`src/rtl/demux_l2_pkg.sv`:
```
// Shared constants and types for the lane mux/demux pair. The 4:1 mux and
// this demux import the same values so their lane numbering stays in lockstep.
package demux_l2_pkg;

    localparam int WIDTH_DEF = 8;
    localparam int NUM_LANES = 4;
    localparam int LANE_W    = 2;

    typedef logic [LANE_W-1:0] lane_idx_t;

    localparam lane_idx_t LAST_LANE = 2'd3;

    // What kind of update the lane outputs receive on a given edge.
    typedef enum logic [1:0] {
        PUB_NONE    = 2'd0,
        PUB_FULL    = 2'd1,
        PUB_PARTIAL = 2'd2
    } pub_kind_t;

    // Round-robin successor; the 2-bit width makes 3 wrap to 0.
    function automatic lane_idx_t next_lane(input lane_idx_t cur);
        return cur + 2'd1;
    endfunction

endpackage

```
`src/rtl/demux_l2_if.sv`:
```
// Byte-stream input and four-lane output bundle of the demux. The master side
// is the upstream byte source / downstream lane consumer; the slave side is
// the demux itself.
interface demux_l2_if
    import demux_l2_pkg::*;
#(
    parameter int WIDTH = WIDTH_DEF
);
    logic [WIDTH-1:0] Entrada;
    logic             validEntrada;
    logic [WIDTH-1:0] Salida0;
    logic [WIDTH-1:0] Salida1;
    logic [WIDTH-1:0] Salida2;
    logic [WIDTH-1:0] Salida3;
    logic             validSalida0;
    logic             validSalida1;
    logic             validSalida2;
    logic             validSalida3;
    logic             frame_strobe;
    logic             partial_strobe;

    modport master (
        output Entrada, validEntrada,
        input  Salida0, Salida1, Salida2, Salida3,
        input  validSalida0, validSalida1, validSalida2, validSalida3,
        input  frame_strobe, partial_strobe
    );

    modport slave (
        input  Entrada, validEntrada,
        output Salida0, Salida1, Salida2, Salida3,
        output validSalida0, validSalida1, validSalida2, validSalida3,
        output frame_strobe, partial_strobe
    );
endinterface

```
`src/rtl/demux_l2_gap_timer.sv`:
```
// Idle-gap timer: counts consecutive idle cycles while a frame is partially
// staged and pulses expire_o on the idle cycle where the count would reach
// GAP_LIMIT. GAP_LIMIT = 0 never expires.
module demux_l2_gap_timer #(
    parameter int GAP_LIMIT = 8
) (
    input  logic clk_4f,
    input  logic reset,
    input  logic enable_i,
    input  logic clear_i,
    output logic expire_o
);
    localparam int CNT_W = (GAP_LIMIT > 0) ? $clog2(GAP_LIMIT + 1) : 1;
    localparam logic [CNT_W-1:0] CNT_MAX  = CNT_W'(GAP_LIMIT);
    localparam logic [CNT_W-1:0] CNT_LAST = (GAP_LIMIT > 0) ? CNT_W'(GAP_LIMIT - 1) : '0;
    localparam logic             ARMED    = (GAP_LIMIT > 0) ? 1'b1 : 1'b0;

    logic [CNT_W-1:0] cnt_q;
    logic [CNT_W-1:0] cnt_d;

    // Expire is combinational so the flush lands on the same edge as the
    // idle cycle that completes the gap; a valid byte (clear) always wins.
    assign expire_o = ARMED & enable_i & ~clear_i & (cnt_q == CNT_LAST);

    // Next idle count: clear on data, restart after expiry, otherwise saturating increment.
    always_comb begin
        cnt_d = cnt_q;
        if (clear_i) begin
            cnt_d = '0;
        end else if (enable_i) begin
            if (expire_o) begin
                cnt_d = '0;
            end else if (cnt_q < CNT_MAX) begin
                cnt_d = cnt_q + CNT_W'(1);
            end else begin
                cnt_d = cnt_q;
            end
        end else begin
            cnt_d = cnt_q;
        end
    end

    // Idle counter register.
    always_ff @(posedge clk_4f or posedge reset) begin
        if (reset) begin
            cnt_q <= '0;
        end else begin
            cnt_q <= cnt_d;
        end
    end

endmodule

```
`src/rtl/demux_l2.sv`:
```
// 1:4 lane demux. Bytes arriving on the serial stream are staged round-robin;
// a complete frame (or a gap-flushed partial one) is published to held,
// registered lane outputs with per-lane valids and a one-cycle strobe.
module demux_l2
    import demux_l2_pkg::*;
#(
    parameter int WIDTH     = WIDTH_DEF,
    parameter int GAP_LIMIT = 8
) (
    input  logic        clk_4f,
    input  logic        reset,
    demux_l2_if.slave   bus
);
    lane_idx_t        lane_ptr_q, lane_ptr_d;
    logic [WIDTH-1:0] stage_q [3];
    logic [WIDTH-1:0] stage_d [3];
    logic [2:0]       stage_vld_q, stage_vld_d;
    logic [WIDTH-1:0] sal_q [NUM_LANES];
    logic [WIDTH-1:0] sal_d [NUM_LANES];
    logic [3:0]       vld_q, vld_d;
    logic             fs_q, fs_d;
    logic             ps_q, ps_d;
    pub_kind_t        pub_kind_s;
    logic             expire_s;
    logic             gap_en_s;

    assign gap_en_s = (lane_ptr_q != 2'd0) & ~bus.validEntrada;

    demux_l2_gap_timer #(
        .GAP_LIMIT (GAP_LIMIT)
    ) u_gap_timer (
        .clk_4f   (clk_4f),
        .reset    (reset),
        .enable_i (gap_en_s),
        .clear_i  (bus.validEntrada),
        .expire_o (expire_s)
    );

    // Next-state for staging, lane pointer and published lane outputs.
    always_comb begin
        lane_ptr_d  = lane_ptr_q;
        stage_d     = stage_q;
        stage_vld_d = stage_vld_q;
        sal_d       = sal_q;
        vld_d       = vld_q;
        fs_d        = 1'b0;
        ps_d        = 1'b0;
        pub_kind_s  = PUB_NONE;

        if (bus.validEntrada) begin
            lane_ptr_d = next_lane(lane_ptr_q);
            case (lane_ptr_q)
                2'd0: begin stage_d[0] = bus.Entrada; stage_vld_d[0] = 1'b1; end
                2'd1: begin stage_d[1] = bus.Entrada; stage_vld_d[1] = 1'b1; end
                2'd2: begin stage_d[2] = bus.Entrada; stage_vld_d[2] = 1'b1; end
                2'd3: pub_kind_s = PUB_FULL;
                default: pub_kind_s = PUB_NONE;
            endcase
        end else if (expire_s) begin
            pub_kind_s = PUB_PARTIAL;
            lane_ptr_d = 2'd0;
        end else begin
            pub_kind_s = PUB_NONE;
        end

        case (pub_kind_s)
            PUB_FULL: begin
                // The fourth byte goes straight to lane 3 without being staged.
                sal_d[0]    = stage_q[0];
                sal_d[1]    = stage_q[1];
                sal_d[2]    = stage_q[2];
                sal_d[3]    = bus.Entrada;
                vld_d       = 4'b1111;
                fs_d        = 1'b1;
                stage_vld_d = 3'b000;
            end
            PUB_PARTIAL: begin
                // Lanes past the last staged byte read as zero and invalid.
                for (int i = 0; i < 3; i++) begin
                    sal_d[i] = stage_vld_q[i] ? stage_q[i] : '0;
                end
                sal_d[3]    = '0;
                vld_d       = {1'b0, stage_vld_q};
                ps_d        = 1'b1;
                stage_vld_d = 3'b000;
            end
            default: begin
                fs_d = 1'b0;
                ps_d = 1'b0;
            end
        endcase
    end

    // State and output registers; reset discards any staged bytes.
    always_ff @(posedge clk_4f or posedge reset) begin
        if (reset) begin
            lane_ptr_q  <= 2'd0;
            stage_q     <= '{default: '0};
            stage_vld_q <= 3'b000;
            sal_q       <= '{default: '0};
            vld_q       <= 4'b0000;
            fs_q        <= 1'b0;
            ps_q        <= 1'b0;
        end else begin
            lane_ptr_q  <= lane_ptr_d;
            stage_q     <= stage_d;
            stage_vld_q <= stage_vld_d;
            sal_q       <= sal_d;
            vld_q       <= vld_d;
            fs_q        <= fs_d;
            ps_q        <= ps_d;
        end
    end

    assign bus.Salida0        = sal_q[0];
    assign bus.Salida1        = sal_q[1];
    assign bus.Salida2        = sal_q[2];
    assign bus.Salida3        = sal_q[3];
    assign bus.validSalida0   = vld_q[0];
    assign bus.validSalida1   = vld_q[1];
    assign bus.validSalida2   = vld_q[2];
    assign bus.validSalida3   = vld_q[3];
    assign bus.frame_strobe   = fs_q;
    assign bus.partial_strobe = ps_q;

endmodule

```
`src/flat_wrapper.sv`:
```
// flat-port wrapper written by rule: the top's interface ports become plain ports
module demux_l2_flat import demux_l2_pkg::*;
#(
    parameter int WIDTH     = WIDTH_DEF,
    parameter int GAP_LIMIT = 8
)
  (clk_4f, reset, bus_Entrada, bus_validEntrada, bus_Salida0, bus_Salida1, bus_Salida2, bus_Salida3, bus_validSalida0, bus_validSalida1, bus_validSalida2, bus_validSalida3, bus_frame_strobe, bus_partial_strobe);
  demux_l2_if #(.WIDTH(WIDTH)) bus_i ();
  input  logic clk_4f;
  input  logic reset;
  input wire logic [$bits(bus_i.Entrada)-1:0] bus_Entrada;
  input wire logic [$bits(bus_i.validEntrada)-1:0] bus_validEntrada;
  output wire logic [$bits(bus_i.Salida0)-1:0] bus_Salida0;
  output wire logic [$bits(bus_i.Salida1)-1:0] bus_Salida1;
  output wire logic [$bits(bus_i.Salida2)-1:0] bus_Salida2;
  output wire logic [$bits(bus_i.Salida3)-1:0] bus_Salida3;
  output wire logic [$bits(bus_i.validSalida0)-1:0] bus_validSalida0;
  output wire logic [$bits(bus_i.validSalida1)-1:0] bus_validSalida1;
  output wire logic [$bits(bus_i.validSalida2)-1:0] bus_validSalida2;
  output wire logic [$bits(bus_i.validSalida3)-1:0] bus_validSalida3;
  output wire logic [$bits(bus_i.frame_strobe)-1:0] bus_frame_strobe;
  output wire logic [$bits(bus_i.partial_strobe)-1:0] bus_partial_strobe;
  assign bus_i.Entrada = bus_Entrada;
  assign bus_i.validEntrada = bus_validEntrada;
  assign bus_Salida0 = bus_i.Salida0;
  assign bus_Salida1 = bus_i.Salida1;
  assign bus_Salida2 = bus_i.Salida2;
  assign bus_Salida3 = bus_i.Salida3;
  assign bus_validSalida0 = bus_i.validSalida0;
  assign bus_validSalida1 = bus_i.validSalida1;
  assign bus_validSalida2 = bus_i.validSalida2;
  assign bus_validSalida3 = bus_i.validSalida3;
  assign bus_frame_strobe = bus_i.frame_strobe;
  assign bus_partial_strobe = bus_i.partial_strobe;
  demux_l2 #(.WIDTH(WIDTH), .GAP_LIMIT(GAP_LIMIT)) u_core (.clk_4f(clk_4f), .reset(reset), .bus(bus_i));
endmodule
```
`config.mk`:
```
export PLATFORM = sky130hd
export DESIGN_NAME = demux_l2_flat
export DESIGN_NICKNAME = d
export VERILOG_FILES = /design/src/rtl/demux_l2_pkg.sv /design/src/rtl/demux_l2_if.sv /design/src/rtl/demux_l2_gap_timer.sv /design/src/rtl/demux_l2.sv /design/src/flat_wrapper.sv
export SDC_FILE = /design/constraint.sdc
export NUM_CORES = 1
export LEC_CHECK = 0
export ABC_AREA = 1
export CORE_MARGIN = 4
export CORE_UTILIZATION = 30
export CTS_CLUSTER_SIZE = 8
export DETAILED_ROUTE_END_ITERATION = 7
export GPL_ROUTABILITY_DRIVEN = 1
export PLACE_DENSITY = 0.64
export SYNTH_ARGS = -nofsm -noshare
export SYNTH_HDL_FRONTEND = slang
export SYNTH_HIERARCHICAL = 1
export SYNTH_SLANG_ARGS = --single-unit
```
`constraint.sdc`:
```
create_clock -name clk_4f -period 2.2 [get_ports clk_4f]
set_clock_uncertainty 0.15 [all_clocks]
set_input_delay 0.44 -clock clk_4f [delete_from_list [all_inputs] [get_ports clk_4f]]
set_output_delay 0.44 -clock clk_4f [all_outputs]
set_load 0.005 [all_outputs]
```
==> impl_metrics.env <==
export IMPL_ys_seq_elements=71
export IMPL_antenna_found_initial=0
export IMPL_cp_startpoint="u_core/lane_ptr_q[0]"
export IMPL_post_drt_via_cell_ratio=4.37
export IMPL_io_buffers=48
export IMPL_clock_latency_ps=340
export IMPL_avgRoutedWirePerCell_um=13.4
export IMPL_preCtsSetupSlack_ps=59.0
export IMPL_p_per_area_nw_per_um2=1230
export IMPL_cp_end_kind="flop"
export IMPL_r2r_cells=10
export IMPL_nFillCells=914
export IMPL_setup_ws_ps=219
export IMPL_slew_headroom=0.663
export IMPL_gp_congestion=0.768
export IMPL_syn_cell_area_um2=2840
export IMPL_post_cts_buffers=0
export IMPL_hold_violations=0
export IMPL_cp_start_kind="flop"
export IMPL_clk_pin_slew_ps=80
export IMPL_area_growth_pct=29.3
export IMPL_status="finished clean"
export IMPL_slowest_stage="dfrtp_1"
export IMPL_grt_pass1_vias=2090
export IMPL_nets=366
export IMPL_setup_viol=0
export IMPL_critical_path_class="reg -> reg"
export IMPL_ctsRootBufferMaster="clkbuf_8"
export IMPL_num_rows=35
export IMPL_finish_utilization=0.397
export IMPL_pwr_share_seq=0.477
export IMPL_grt_max_degree=40
export IMPL_crit_required_ps=2260
export IMPL_die_h_um=105
export IMPL_final_common_cell="nand2_1"
export IMPL_tightestPinTransition_ps=504
export IMPL_crit_fanout=38
export IMPL_fmax_ghz=0.505
export IMPL_clockPowerShare=0.226
export IMPL_dp_hpwl_mm=4.51
export IMPL_cts_repair_resized=0
export IMPL_antenna_cells=0
export IMPL_core_um2=9240
export IMPL_pwr_share_comb=0.297
export IMPL_clk_path_buf_depth=2
export IMPL_clock_sinks=71
export IMPL_crit_end="u_core/bus.Salida3[4]"
export IMPL_drtPass1Iterations=4
export IMPL_ant_nets=0
export IMPL_r2r_slack_ps=220
export IMPL_setup_tns_ps=0
export IMPL_final_cell_mix="nand2_1, dfrtp_1, clkdlybuf4s50_1"
export IMPL_cts_hold_buf=0
export IMPL_vias=2115
export IMPL_grt_pass1_wl_mm=10.8
export IMPL_postSynthCellCount=295
export IMPL_cts_buffers=9
export IMPL_synth_cell_types=15
export IMPL_rsz0062_at_grt="no"
export IMPL_grt_usage=0.123
export IMPL_regToRegStartpoint="u_core/lane_ptr_q[0]"
export IMPL_yosys_warnings=6
export IMPL_die_w_um=105
export IMPL_slowest_delay_ps=380
export IMPL_min_period_over_period=0.900
export IMPL_synth_seq_area_share=0.626
export IMPL_htreeDepth=3
export IMPL_drc_errors=0
export IMPL_vdd_drop_max_v=0.000554
export IMPL_multiInputGateArea_um2=871
export IMPL_avgSynthCellArea_um2=9.62
export IMPL_start_util=0.307
export IMPL_p_switching_w=0.00139
export IMPL_regArea_um2=1780
export IMPL_num_io_pins=49
export IMPL_cts_tree="done"
export IMPL_slew_viol_final=0
export IMPL_p_leak_nw=1.79
export IMPL_drive_gt1_frac=0.0901
export IMPL_intPower_w=0.00314
export IMPL_grt_overflow_total=0
export IMPL_switching_share=0.307
export IMPL_reg2reg_to="u_core/bus.Salida3[4]"
export IMPL_synth_fp_nets=311
export IMPL_worstPathArrival_ps=2040
export IMPL_die_area_um2=11100
export IMPL_routed_wl_mm=6.51
export IMPL_max_cap_violations=0
export IMPL_crit_chain="inv_1 -> ha_1 -> nor2_1 -> nand3_1 -> nor2_1 -> buf_4 -> nand2_2 -> buf_12 -> nand3_1 -> o21ai_0"
export IMPL_period_needed_ps=1980
export IMPL_min_path_type="in -> async"
export IMPL_drt_iter0_markers=153
[power by group through the flow]
stage	Clock [W]	Combinational, W	Sequential [W]
global route	0.00112	0.00151	0.00223
global placement	0	0.00131	0.00218
detailed placement	0	0.00136	0.00219
floorplan	0	0.000608	0.00214
finish	0.00102	0.00134	0.00216
CTS	0.00106	0.00137	0.00217
[flip-flops by register name (all words and copies together) (netlist names), 3 cells and up]
signal                    flops
u_core/u_gap_timer/cnt_q      4
u_core/bus.Salida2            8
u_core/stage_vld_q            3
u_core/bus.Salida3            8
u_core/bus.Salida1            8
u_core/bus.Salida0            8
u_core/vld_q                  4
u_core/stage_q               24
[worst min path at each step]
stage | start | endpoint | slack, ps | cells past startpoint
detailed placement | u_core/stage_q[8] | u_core/bus.Salida1[0] | 310 | 2
global placement | u_core/stage_q[23] | u_core/bus.Salida0[7] | 300 | 2
CTS | reset | u_core/u_gap_timer/cnt_q[2] | 220 | 2
floorplan | reset | u_core/u_gap_timer/cnt_q[0] | 60 | 1
global route | reset | u_core/u_gap_timer/cnt_q[2] | 240 | 2
finish | reset | u_core/u_gap_timer/cnt_q[2] | 230 | 2
[Yosys cell counts]
master    number  area share
nand2_1       91        0.12
nor2_1         5      0.0066
dfrtp_1       71        0.63
a21oi_1        5      0.0088
ha_1           5       0.022
a211oi_1       1      0.0026
o21ai_0       30       0.053
buf_2          7       0.012
nand2_2        5       0.011
buf_6          6       0.024
inv_4          1      0.0022
nand3_1       39       0.069
inv_1         22       0.029
o21ai_1        6       0.011
xor2_1         1      0.0031
[metrics by stage]
step	power [W]	hold slack, ps	std cells	cell area, um2
2_1_floorplan	0.00274	56.1	295	2840
3_3_place_gp	0.00349	304	468	3470
3_5_place_dp	0.00355	309	468	3470
4_1_cts	0.00460	223	484	3670
5_1_grt	0.00487	237	484	3670
6_report	0.00453	233	484	3670
[critical path, delay by kind of cell (launching register included)]
| family | cells | cell delay (ps) |
|---|---|---|
| simple gates | 5 | 570 |
| fa+ha+maj | 1 | 250 |
| compound gates | 1 | 90 |
| buf+inv | 3 | 400 |
| flops | 1 | 380 |
[logic make-up (layout without fill, tap and decap cells)]
family / count (synthesis) / in the layout / share of synthesized area
flops: 71 / 71 / 0.626
xor+xnor: 1 / 1 / 0.00309
simple gates: 140 / 140 / 0.207
buf+inv: 36 / 96 / 0.0674
fa+ha+maj: 5 / 5 / 0.0220
compound gates: 42 / 42 / 0.0749
[metal layers]
layer	track usage	share of wire	routed length, um
met4	0.0281	0.0022	14
met3	0.0429	0.043	279
met1	0.173	0.49	3160
met2	0.184	0.47	3050
met5	0	0	0
[cell type report]
type | instances | share of cell area
Clock buffer | 9 | 0.0337
Inverter | 23 | 0.0252
Multi-Input combinational cell | 188 | 0.237
Sequential cell | 71 | 0.484
Tap cell | 129 | 0.0440
Timing Repair Buffer | 57 | 0.156
Clock inverter | 7 | 0.0198
No activity file was read; power rests on OpenSTA's default activity.
